<file path="config.mk">
export PLATFORM = sky130hd
export DESIGN_NAME = ctl_pipe
export DESIGN_NICKNAME = d
export VERILOG_FILES = /design/src/rtl/ctl_pkg.sv /design/src/rtl/ctl_decode.sv /design/src/rtl/ctl_pipe.sv
export SDC_FILE = /design/constraint.sdc
export NUM_CORES = 1
export LEC_CHECK = 0
export CAP_MARGIN = 10
export CORE_MARGIN = 4
export CORE_UTILIZATION = 48
export CTS_BUF_LIST = sky130_fd_sc_hd__clkbuf_8
export DETAILED_ROUTE_END_ITERATION = 8
export GPL_TIMING_DRIVEN = 0
export PLACE_DENSITY = 0.95
export SLEW_MARGIN = 20
export SYNTH_ARGS = -nofsm -noshare
export SYNTH_HDL_FRONTEND = slang
export SYNTH_SLANG_ARGS = --single-unit
</file>
<file path="constraint.sdc">
create_clock -name clk -period 4.3 [get_ports clk]
set_clock_uncertainty 0.15 [all_clocks]
set_input_delay 0.645 -clock clk [delete_from_list [all_inputs] [get_ports clk]]
set_output_delay 0.645 -clock clk [all_outputs]
set_load 0.05 [all_outputs]
</file>
<file path="src/rtl/ctl_pkg.sv">
//==============================================================================
// Module      : ctl_pkg
// Description : Shared opcodes, ALU/branch codes and control bundle type for
//               the RV32I decode stage.
// Revision    : 1.0
//==============================================================================
`default_nettype none

package ctl_pkg;

    localparam logic [6:0] OPC_OP     = 7'b0110011;
    localparam logic [6:0] OPC_OP_IMM = 7'b0010011;
    localparam logic [6:0] OPC_LOAD   = 7'b0000011;
    localparam logic [6:0] OPC_STORE  = 7'b0100011;
    localparam logic [6:0] OPC_BRANCH = 7'b1100011;
    localparam logic [6:0] OPC_LUI    = 7'b0110111;
    localparam logic [6:0] OPC_AUIPC  = 7'b0010111;
    localparam logic [6:0] OPC_JAL    = 7'b1101111;
    localparam logic [6:0] OPC_JALR   = 7'b1100111;

    localparam logic [4:0] ALU_ADD     = 5'h00;
    localparam logic [4:0] ALU_SUB     = 5'h01;
    localparam logic [4:0] ALU_AND     = 5'h02;
    localparam logic [4:0] ALU_OR      = 5'h03;
    localparam logic [4:0] ALU_XOR     = 5'h04;
    localparam logic [4:0] ALU_SLL     = 5'h05;
    localparam logic [4:0] ALU_SRL     = 5'h06;
    localparam logic [4:0] ALU_SRA     = 5'h07;
    localparam logic [4:0] ALU_SLT     = 5'h08;
    localparam logic [4:0] ALU_SLTU    = 5'h09;
    localparam logic [4:0] ALU_PASS_B  = 5'h0A;
    localparam logic [4:0] ALU_M_BASE  = 5'h10;
    localparam logic [4:0] ALU_INVALID = 5'h1F;

    localparam logic [2:0] BJ_NONE = 3'b010;
    localparam logic [2:0] BJ_JUMP = 3'b011;

    localparam logic [1:0] USEL_NONE  = 2'b00;
    localparam logic [1:0] USEL_LUI   = 2'b01;
    localparam logic [1:0] USEL_AUIPC = 2'b10;

    localparam int FMT_R = 0;
    localparam int FMT_I = 1;
    localparam int FMT_S = 2;
    localparam int FMT_B = 3;
    localparam int FMT_U = 4;
    localparam int FMT_J = 5;

    typedef struct packed {
        logic [4:0] rd;
        logic [4:0] rs1;
        logic [4:0] rs2;
        logic [2:0] funct3;
        logic [4:0] alu_op;
        logic [2:0] bj_type;
        logic [1:0] u_sel;
        logic [5:0] i_format;
        logic       mem_read;
        logic       mem_to_reg;
        logic       mem_write;
        logic       alu_src;
        logic       reg_write;
        logic       illegal;
    } ctl_bundle_t;

    // arith only matters for funct3=101 (SRA vs SRL); SUB is handled by the caller
    function automatic logic [4:0] base_alu_op(input logic [2:0] f3, input logic arith);
        logic [4:0] op;
        case (f3)
            3'b000:  op = ALU_ADD;
            3'b001:  op = ALU_SLL;
            3'b010:  op = ALU_SLT;
            3'b011:  op = ALU_SLTU;
            3'b100:  op = ALU_XOR;
            3'b101:  op = arith ? ALU_SRA : ALU_SRL;
            3'b110:  op = ALU_OR;
            default: op = ALU_AND;
        endcase
        return op;
    endfunction

endpackage

`default_nettype wire

</file>
<file path="src/rtl/ctl_decode.sv">
//==============================================================================
// Module      : ctl_decode
// Description : Combinational RV32I(+M) instruction decoder producing the
//               control bundle and source-register usage flags.
// Revision    : 1.0
//==============================================================================
`default_nettype none

module ctl_decode
    import ctl_pkg::*;
#(
    parameter bit ENABLE_M = 1'b0
) (
    input  logic [31:0] i_instr,
    output ctl_bundle_t o_ctl,
    output logic        o_rs1_used,
    output logic        o_rs2_used
);

    logic [6:0] w_opcode;
    logic [6:0] w_funct7;
    logic [2:0] w_funct3;
    logic       w_bad;

    assign w_opcode = i_instr[6:0];
    assign w_funct7 = i_instr[31:25];
    assign w_funct3 = i_instr[14:12];

    always_comb begin
        w_bad          = 1'b0;
        o_ctl          = '0;
        o_ctl.rd       = i_instr[11:7];
        o_ctl.rs1      = i_instr[19:15];
        o_ctl.rs2      = i_instr[24:20];
        o_ctl.funct3   = w_funct3;
        o_ctl.bj_type  = BJ_NONE;
        case (w_opcode)
            OPC_OP: begin
                o_ctl.i_format[FMT_R] = 1'b1;
                o_ctl.reg_write       = 1'b1;
                case (w_funct7)
                    7'b0000000: o_ctl.alu_op = base_alu_op(w_funct3, 1'b0);
                    7'b0100000: begin
                        if (w_funct3 == 3'b000)
                            o_ctl.alu_op = ALU_SUB;
                        else if (w_funct3 == 3'b101)
                            o_ctl.alu_op = ALU_SRA;
                        else
                            w_bad = 1'b1;
                    end
                    7'b0000001: begin
                        if (ENABLE_M)
                            o_ctl.alu_op = ALU_M_BASE | {2'b00, w_funct3};
                        else
                            w_bad = 1'b1;
                    end
                    default: w_bad = 1'b1;
                endcase
            end
            OPC_OP_IMM: begin
                o_ctl.i_format[FMT_I] = 1'b1;
                o_ctl.alu_src         = 1'b1;
                o_ctl.reg_write       = 1'b1;
                o_ctl.alu_op          = base_alu_op(w_funct3, i_instr[30]);
            end
            OPC_LOAD: begin
                o_ctl.i_format[FMT_I] = 1'b1;
                o_ctl.alu_op          = ALU_ADD;
                o_ctl.mem_read        = 1'b1;
                o_ctl.mem_to_reg      = 1'b1;
                o_ctl.alu_src         = 1'b1;
                o_ctl.reg_write       = 1'b1;
            end
            OPC_STORE: begin
                o_ctl.i_format[FMT_S] = 1'b1;
                o_ctl.alu_op          = ALU_ADD;
                o_ctl.mem_write       = 1'b1;
                o_ctl.alu_src         = 1'b1;
            end
            OPC_BRANCH: begin
                o_ctl.i_format[FMT_B] = 1'b1;
                o_ctl.alu_op          = ALU_SUB;
                o_ctl.bj_type         = w_funct3;
                w_bad                 = (w_funct3 == 3'b010) || (w_funct3 == 3'b011);
            end
            OPC_LUI: begin
                o_ctl.i_format[FMT_U] = 1'b1;
                o_ctl.alu_op          = ALU_PASS_B;
                o_ctl.u_sel           = USEL_LUI;
                o_ctl.alu_src         = 1'b1;
                o_ctl.reg_write       = 1'b1;
            end
            OPC_AUIPC: begin
                o_ctl.i_format[FMT_U] = 1'b1;
                o_ctl.alu_op          = ALU_ADD;
                o_ctl.u_sel           = USEL_AUIPC;
                o_ctl.alu_src         = 1'b1;
                o_ctl.reg_write       = 1'b1;
            end
            OPC_JAL, OPC_JALR: begin
                o_ctl.i_format[FMT_J] = (w_opcode == OPC_JAL);
                o_ctl.i_format[FMT_I] = (w_opcode == OPC_JALR);
                o_ctl.alu_op          = ALU_ADD;
                o_ctl.bj_type         = BJ_JUMP;
                o_ctl.alu_src         = 1'b1;
                o_ctl.reg_write       = 1'b1;
            end
            default: w_bad = 1'b1;
        endcase

        // Illegal words still travel down the pipe, stripped of side effects
        if (w_bad) begin
            o_ctl.illegal    = 1'b1;
            o_ctl.alu_op     = ALU_INVALID;
            o_ctl.i_format   = '0;
            o_ctl.bj_type    = BJ_NONE;
            o_ctl.u_sel      = USEL_NONE;
            o_ctl.reg_write  = 1'b0;
            o_ctl.mem_read   = 1'b0;
            o_ctl.mem_to_reg = 1'b0;
            o_ctl.mem_write  = 1'b0;
            o_ctl.alu_src    = 1'b0;
        end
    end

    assign o_rs1_used = o_ctl.i_format[FMT_R] | o_ctl.i_format[FMT_I]
                      | o_ctl.i_format[FMT_S] | o_ctl.i_format[FMT_B];
    assign o_rs2_used = o_ctl.i_format[FMT_R] | o_ctl.i_format[FMT_S]
                      | o_ctl.i_format[FMT_B];

endmodule

`default_nettype wire

</file>
<file path="src/rtl/ctl_pipe.sv">
//==============================================================================
// Module      : ctl_pipe
// Description : Registered decode stage with valid/ready handshake, load-use
//               bubble insertion, flush and saturating bubble counter.
// Revision    : 1.0
//==============================================================================
`default_nettype none

module ctl_pipe
    import ctl_pkg::*;
#(
    parameter int XLEN         = 32,
    parameter bit ENABLE_M     = 1'b0,
    parameter bit HAZARD_CHECK = 1'b1,
    parameter int CNT_W        = 16
) (
    input  logic             clk,
    input  logic             rst,
    input  logic             flush,
    input  logic             in_valid,
    output logic             in_ready,
    input  logic [31:0]      in_instr,
    input  logic [XLEN-1:0]  in_pc,
    output logic             out_valid,
    input  logic             out_ready,
    output logic [XLEN-1:0]  out_pc,
    output logic [4:0]       out_rd,
    output logic [4:0]       out_rs1,
    output logic [4:0]       out_rs2,
    output logic [2:0]       out_funct3,
    output logic [4:0]       out_alu_op,
    output logic [2:0]       out_bj_type,
    output logic [1:0]       out_u_sel,
    output logic [5:0]       out_i_format,
    output logic             out_mem_read,
    output logic             out_mem_to_reg,
    output logic             out_mem_write,
    output logic             out_alu_src,
    output logic             out_reg_write,
    output logic             out_illegal,
    output logic [CNT_W-1:0] bubble_cnt
);

    ctl_bundle_t      w_dec;
    logic             w_rs1_used;
    logic             w_rs2_used;
    logic             w_hazard;
    logic             w_in_ready;

    ctl_bundle_t      r_ctl;
    logic             r_valid;
    logic [XLEN-1:0]  r_pc;
    logic [CNT_W-1:0] r_cnt;

    ctl_decode #(
        .ENABLE_M (ENABLE_M)
    ) u_decode (
        .i_instr    (in_instr),
        .o_ctl      (w_dec),
        .o_rs1_used (w_rs1_used),
        .o_rs2_used (w_rs2_used)
    );

    // Load in the register whose result the incoming instruction needs
    assign w_hazard = HAZARD_CHECK && r_valid && r_ctl.mem_read && (r_ctl.rd != 5'd0)
                   && in_valid
                   && ((w_rs1_used && (w_dec.rs1 == r_ctl.rd))
                    || (w_rs2_used && (w_dec.rs2 == r_ctl.rd)));

    assign w_in_ready = !flush && !w_hazard && (!r_valid || out_ready);

    always_ff @(posedge clk) begin
        if (rst) begin
            r_valid       <= 1'b0;
            r_ctl         <= '0;
            r_ctl.bj_type <= BJ_NONE;
            r_pc          <= '0;
            r_cnt         <= '0;
        end else if (flush) begin
            r_valid <= 1'b0;
        end else if (in_valid && w_in_ready) begin
            r_valid <= 1'b1;
            r_ctl   <= w_dec;
            r_pc    <= in_pc;
        end else if (w_hazard && out_ready) begin
            r_valid <= 1'b0;
            if (!(&r_cnt))
                r_cnt <= r_cnt + 1'b1;
        end else if (out_ready) begin
            r_valid <= 1'b0;
        end
    end

    assign in_ready       = w_in_ready;
    assign out_valid      = r_valid;
    assign out_pc         = r_pc;
    assign out_rd         = r_ctl.rd;
    assign out_rs1        = r_ctl.rs1;
    assign out_rs2        = r_ctl.rs2;
    assign out_funct3     = r_ctl.funct3;
    assign out_alu_op     = r_ctl.alu_op;
    assign out_bj_type    = r_ctl.bj_type;
    assign out_u_sel      = r_ctl.u_sel;
    assign out_i_format   = r_ctl.i_format;
    assign out_mem_read   = r_ctl.mem_read;
    assign out_mem_to_reg = r_ctl.mem_to_reg;
    assign out_mem_write  = r_ctl.mem_write;
    assign out_alu_src    = r_ctl.alu_src;
    assign out_reg_write  = r_ctl.reg_write;
    assign out_illegal    = r_ctl.illegal;
    assign bubble_cnt     = r_cnt;

endmodule

`default_nettype wire

</file>
==> metrics.md, run 1 <==
| Metric | Value |
|---|---|
| Outcome | completed |
| Required @ worst endpoint | 3.50 ns |
| Max_cap viols | 0 |
| Crit. Startpoint | in_instr[6] |
| Nets | 724 |
| WS Path Type | in2out |
| Starting Density | 0.494 |
| Post-Syn Instances | 491 |
| Crit end category | primary output |
| Max Slew Vio Count | 0 |
| GP Congestion | 0.938 |
| Fillcell total | 625 |
| Starting DRC count in detailed routing | 206 |
| Post-Place Worst Slack | 0.149 ns |
| DIE HEIGHT | 96.9 um |
| Worst reg2reg endpoint | out_reg_write |
| Share of layout cells above drive strength 1 | 0.0577 |
| FF+latch count, synth | 86 |
| Syn avg cell area | 7.73 um2 |
| Hold Crit Depth | 2 |
| Hold path start | out_rs1[0] |
| GRT Overall Usage | 0.260 |
| Fmax | 0.240 GHz |
| Seq/Total Area, Yosys | 0.454 |
| Die W | 96.9 um |
| IO buf count | 152 |
| PwrDens | 313 mW/mm2 |
| Total CTS buffers | 9 |
| CTS tree | done |
| RSZ-0062 raised after global routing | false |
| Setup TNS | 0 ns |
| Crit start category | primary input |
| Largest net degree at the start of global routing | 16 |
| Seq. cell area | 0.00172 mm2 |
| Most frequent cells in the layout | clkdlybuf4s50_1 (152), nand2_1 (129), dfxtp_1 (86), a21oi_1 (74), nor2_1 (24) |
| Non-Filler Instances | 761 |
| R2r worst-path depth | 7 |
| Syn Std Cell Area | 0.00379 mm2 |
| Design area | 0.00565 mm2 |
| Multi-input logic area | 0.00189 mm2 |
| Layout area overhead | 48.9% |
| Synth unique cells | 48 |
| Drc violations | 0 |
| Vias in the first global route | 4170 |
| Synthesized net count | 561 |
| Commonest non-fill, non-tap cell in the layout | clkdlybuf4s50_1 |
| CTS H-tree lvls | 3 |
| Routed WL | 12400 um |
| # hold bufs at CTS | 0 |
| Core area | 0.00769 mm2 |
| Clock Tree Buf Depth | 2 |
| Row cnt | 32 |
| Clock sink count | 86 |
| Final ANT Viol Nets | 0 |
| Worst-margin pin slew | 0.865 ns |
| Slew HR | 0.420 |
| Crit path time final | 4.17 ns |
| Reg clk slew, reported paths | 0.08 ns |
| Post-CTS setup buffer count | 0 |
| Hold Crit Class | reg2reg |
| TritonRoute pass-1 iters | 5 |
| Placed cells | 745 |
| Vias | 4177 |
| Worst Hold Path EP | out_rs1[0] |
| Cts repair resizes | 0 |
| Max VDD drop | 0.000182 V |
| R2R setup slack | 1.44 ns |
| Final period util | 0.969 |
| First-pass GRT wire length | 20200 um |
| Wire per inst | 16.3 um |
| WP data arrival | 3.37 ns |
| Yosys synthesis warning count | 0 |
| Ant diodes | 0 |
| FF-to-FF Start | out_rd[3] |
| Top FF cell, synth | dfxtp_1 |
| Fraction of registers with async set/reset | 0 |
| Worst-skew pair later-pin latency | 0.35 ns |
| Dpl hpwl | 9470 um |
| Setup violators final | 0 |
| Hold Vio Cnt, Final | 0 |
| Initial antenna violation count | 0 |
| Total gr overflow | 0 |
| Post-synth EDFFs | 0 |
| Area after DPL | 0.00544 mm2 |
| LEAKAGE | 1.99 nW |
| CTS Root Cell | clkbuf_8 |
| Critical path fanouts, max | 8 |
| Routed vias/inst | 5.49 |
| Final Worst Setup Slack | 0.134 ns |
| Io pins | 159 |
| Die area | 0.00939 mm2 |
layer usage:
metal | routed length (um) | part of all wire | GRT usage
met1 | 4820 | 0.39 | 0.304
met2 | 6130 | 0.49 | 0.452
met3 | 1090 | 0.087 | 0.0649
met4 | 377 | 0.030 | 0.109
met5 | 0 | 0 | 0
synth_stat cells (5+ instances only):
cell        n  share of area
a21oi_1    74          0.098
buf_2      11          0.015
clkbuf_1   21          0.021
dfxtp_1    86           0.45
inv_1       6         0.0059
nand2_1   129           0.13
nand3_1    17          0.022
nand3b_1    5         0.0099
nand4_1    10          0.016
nor2_1     24          0.024
nor2b_1     7          0.012
nor3_1     12          0.016
nor4_1      5         0.0082
o21ai_0    10          0.013
or3_1       6         0.0099
xor2_1     13          0.030
how the worst max path moves through the flow:
stage / depth (start not counted) / to
floorplan: 6 / in_ready
global placement: 7 / in_ready
detailed placement: 7 / in_ready
CTS: 7 / in_ready
global route: 7 / in_ready
finish: 7 / in_ready
registers in the layout (all words and copies together) (netlist names), 2 cells and up:
signal and flops:
out_pc 32, bubble_cnt 16, out_i_format 6, out_alu_op 5, out_rd 5, out_rs1 5, out_rs2 5, out_bj_type 3
out_funct3 3, out_u_sel 2
per-stage QoR:
step	hold WS (ns)	util	power, mW
global placement	0.291	0.708	1.18
global route	0.325	0.735	1.83
finish	0.306	0.735	1.77
detailed placement	0.297	0.708	1.19
floorplan	0.521	-	1.04
CTS	0.309	0.735	1.78
worst max-delay path, cell delays in order:
cell             delay [ns]
clkdlybuf4s50_1        0.53
and2b_1                0.34
nor4b_2                0.36
a31oi_1                0.25
a211oi_4               0.44
nor2b_1                0.08
clkdlybuf4s50_1        0.73
power by group:
group          switching, mW  leakage, nW  internal, mW  total [mW]
logic                  0.204         1.19         0.131       0.335
clock network          0.307       0.0951         0.287       0.594
registers             0.0170        0.700         0.822       0.839
total                  0.528         1.99          1.24        1.77
layout make-up:
| class | count | share of cell area |
|---|---|---|
| multi-input combinational | 364 | 0.335 |
| buffer | 35 | 0.0277 |
| clock inverter | 6 | 0.0124 |
| sequential | 86 | 0.305 |
| inverter | 6 | 0.00398 |
| clock buffer | 10 | 0.0244 |
| tap | 102 | 0.0226 |
| timing repair buffer | 152 | 0.269 |
cells by family after synthesis:
group / synth area share
and+or+nand+nor: 0.297
AOI/OAI and AO/OA: 0.156
DFF: 0.454
buffers and inverters: 0.0471
xor gates and xnor gates: 0.0369
muxes: 0.00593
adders and majority gates: 0.00330
No activity file was read; power rests on OpenSTA's default activity.
==> inputs of run 2 (changes only) <==
--- a/config.mk
+++ b/config.mk
@@ -11,6 +11,7 @@
 export CTS_BUF_LIST = sky130_fd_sc_hd__clkbuf_8
 export DETAILED_ROUTE_END_ITERATION = 8
 export GPL_TIMING_DRIVEN = 0
+export MAX_ROUTING_LAYER = met4
 export PLACE_DENSITY = 0.95
 export SLEW_MARGIN = 20
 export SYNTH_ARGS = -nofsm -noshare
==> metrics.md, run 2 (synthesis gave the netlist of run 1 again) <==
| Metric | Value |
|---|---|
| Most frequent cells in the layout | clkdlybuf4s50_1 (152), nand2_1 (129), dfxtp_1 (86), a21oi_1 (74), nor2_1 (24) |
| GP Congestion | 0.950 (+1.3%) |
| CTS Root Cell | clkbuf_8 |
| Final Worst Setup Slack | 0.0925 ns (-0.0411 ns) |
| Routed vias/inst | 5.51 (+0.32%) |
| Design area | 0.00569 mm2 (+0.66%) |
| WP data arrival | 3.41 ns (+0.04 ns) |
| Setup TNS | 0 ns (unchanged) |
| Non-Filler Instances | 760 (-0.13%) |
| Hold Vio Cnt, Final | 0 (unchanged) |
| Clock sink count | 86 (unchanged) |
| Crit start category | primary input |
| TritonRoute pass-1 iters | 5 (unchanged) |
| Max reg flops | 32 (unchanged) |
| Final ANT Viol Nets | 0 (unchanged) |
| Post-CTS setup buffer count | 0 (unchanged) |
| LEAKAGE | 2.01 nW (+1.4%) |
| Setup violators final | 0 (unchanged) |
| Crit end category | primary output |
| Nets | 724 (unchanged) |
| Pwr Total | 1.87 mW (+5.5%) |
| Clock Tree Buf Depth | 2 (unchanged) |
| First-pass GRT wire length | 20000 um (-1.0%) |
| Die area | 0.00939 mm2 (unchanged) |
| RSZ-0062 raised after global routing | false |
| WS Path Type | in2out |
| Crit path time final | 4.21 ns (+0.0411 ns) |
| Outcome | completed |
| Area after DPL | 0.00544 mm2 (unchanged) |
| IO buf count | 152 (unchanged) |
| Placed cells | 745 (unchanged) |
| Max VDD drop | 0.000170 V (-6.6%) |
| Commonest non-fill, non-tap cell in the layout | clkdlybuf4s50_1 |
| CTS H-tree lvls | 3 (unchanged) |
| Max_cap viols | 0 (unchanged) |
| Fmax | 0.238 GHz (-0.98%) |
| Fillcell total | 584 (-6.6%) |
| GRT Overall Usage | 0.264 (+0.00355) |
| Io pins | 159 (unchanged) |
| Cts repair resizes | 0 (unchanged) |
| Vias in the first global route | 4047 (-2.9%) |
| Starting Density | 0.494 (unchanged) |
| Starting DRC count in detailed routing | 224 (+8.7%) |
| Dpl hpwl | 9570 um (+1.0%) |
| Worst-skew pair later-pin latency | 0.35 ns (about the same) |
| Post-layout util | 0.740 (+0.00488) |
| # hold bufs at CTS | 0 (unchanged) |
| Total gr overflow | 0 (unchanged) |
| Wire per inst | 16.4 um (+0.23%) |
| Slew HR | 0.388 (-0.0317) |
| Vias | 4185 (+0.19%) |
| Die W | 96.9 um (unchanged) |
| Core area | 0.00769 mm2 (unchanged) |
| PwrDens | 328 mW/mm2 (+4.8%) |
| Routed WL | 12400 um (about the same) |
| Max Slew Vio Count | 0 (unchanged) |
| Worst-margin pin slew | 0.912 ns (+0.0473 ns) |
| Largest net degree at the start of global routing | 15 (-1) |
| Row cnt | 32 (unchanged) |
| Required @ worst endpoint | 3.50 ns (about the same) |
| Worst hold slack | 0.306 ns (-0.000336 ns) |
| Layout area overhead | 49.9% |
| Reg clk slew, reported paths | 0.09 ns (about the same) |
| Share of layout cells above drive strength 1 | 0.0562 (-0.00143) |
| Initial antenna violation count | 0 (unchanged) |
| Post-Place Worst Slack | 0.136 ns (-0.0127 ns) |
| CTS tree | done |
| Ant diodes | 0 (unchanged) |
| Final period util | 0.978 (+0.00955) |
| Drc violations | 0 (unchanged) |
| Total CTS buffers | 9 (unchanged) |
| Hold Crit Class | reg2reg |
| DIE HEIGHT | 96.9 um (unchanged) |
| Critical path fanouts, max | 8 (unchanged) |
==> run 2: cell count changes in the layout (fill, tap and decap cells not counted) <==
| cell | delta |
|---|---|
| inv_6 | -1 |
| bufinv_16 | +2 |
| clkinvlp_4 | -3 |
| clkinv_4 | +1 |
==> run 2: worst max-delay path, cell delays in order <==
cell and delay, ns:
clkdlybuf4s50_1 0.53, and2b_1 0.33, nor4b_2 0.36, a31oi_1 0.26, a211oi_4 0.45, nor2b_1 0.09, clkdlybuf4s50_1 0.73
==> run 2: cell type report <==
class	count	area [um2]	area share
Clock inverter	5	108	0.0189
Tap cell	102	128	0.0224
Multi-Input combinational cell	364	1890	0.333
Timing Repair Buffer	152	1520	0.267
Buffer	35	156	0.0275
Clock buffer	10	138	0.0242
Sequential cell	86	1720	0.303
Inverter	6	22.5	0.00396
==> run 2: final timing paths <==
path | startpoint | endpoint | slack [ns] | cells past startpoint
worst max-delay path | in_instr[6] | in_ready | 0.09 | 7
worst min-delay path | out_rs2[3] | out_rs2[3] | 0.31 | 2
worst max register to register | out_rd[3] | out_rs1[4] | 1.47 | 7
worst min register to register | out_rs2[3] | out_rs2[3] | 0.31 | 2
==> run 2: power by group <==
group | internal, mW | switching (mW) | total (mW)
logic | 0.131 | 0.204 | 0.335
clock network | 0.401 | 0.292 | 0.693
registers | 0.822 | 0.0165 | 0.838
total | 1.35 | 0.512 | 1.87
==> run 2: routing by layer <==
layer / track usage / share of wire / vias up
li1: - / - / 1998
met1: 0.311 / 0.40 / 1939
met2: 0.444 / 0.50 / 216
met3: 0.0534 / 0.076 / 32
met4: 0.0994 / 0.026 / 0
met5: - / 0 / -
==> inputs of run 3 (changes only) <==
--- a/config.mk
+++ b/config.mk
@@ -13,6 +13,7 @@
 export GPL_TIMING_DRIVEN = 0
 export MAX_ROUTING_LAYER = met4
 export PLACE_DENSITY = 0.95
+export SKIP_LAST_GASP = 1
 export SLEW_MARGIN = 20
 export SYNTH_ARGS = -nofsm -noshare
 export SYNTH_HDL_FRONTEND = slang
==> results of run 3 <==
Same layout as run 2: the final DEF is identical, and so are final timing and power.
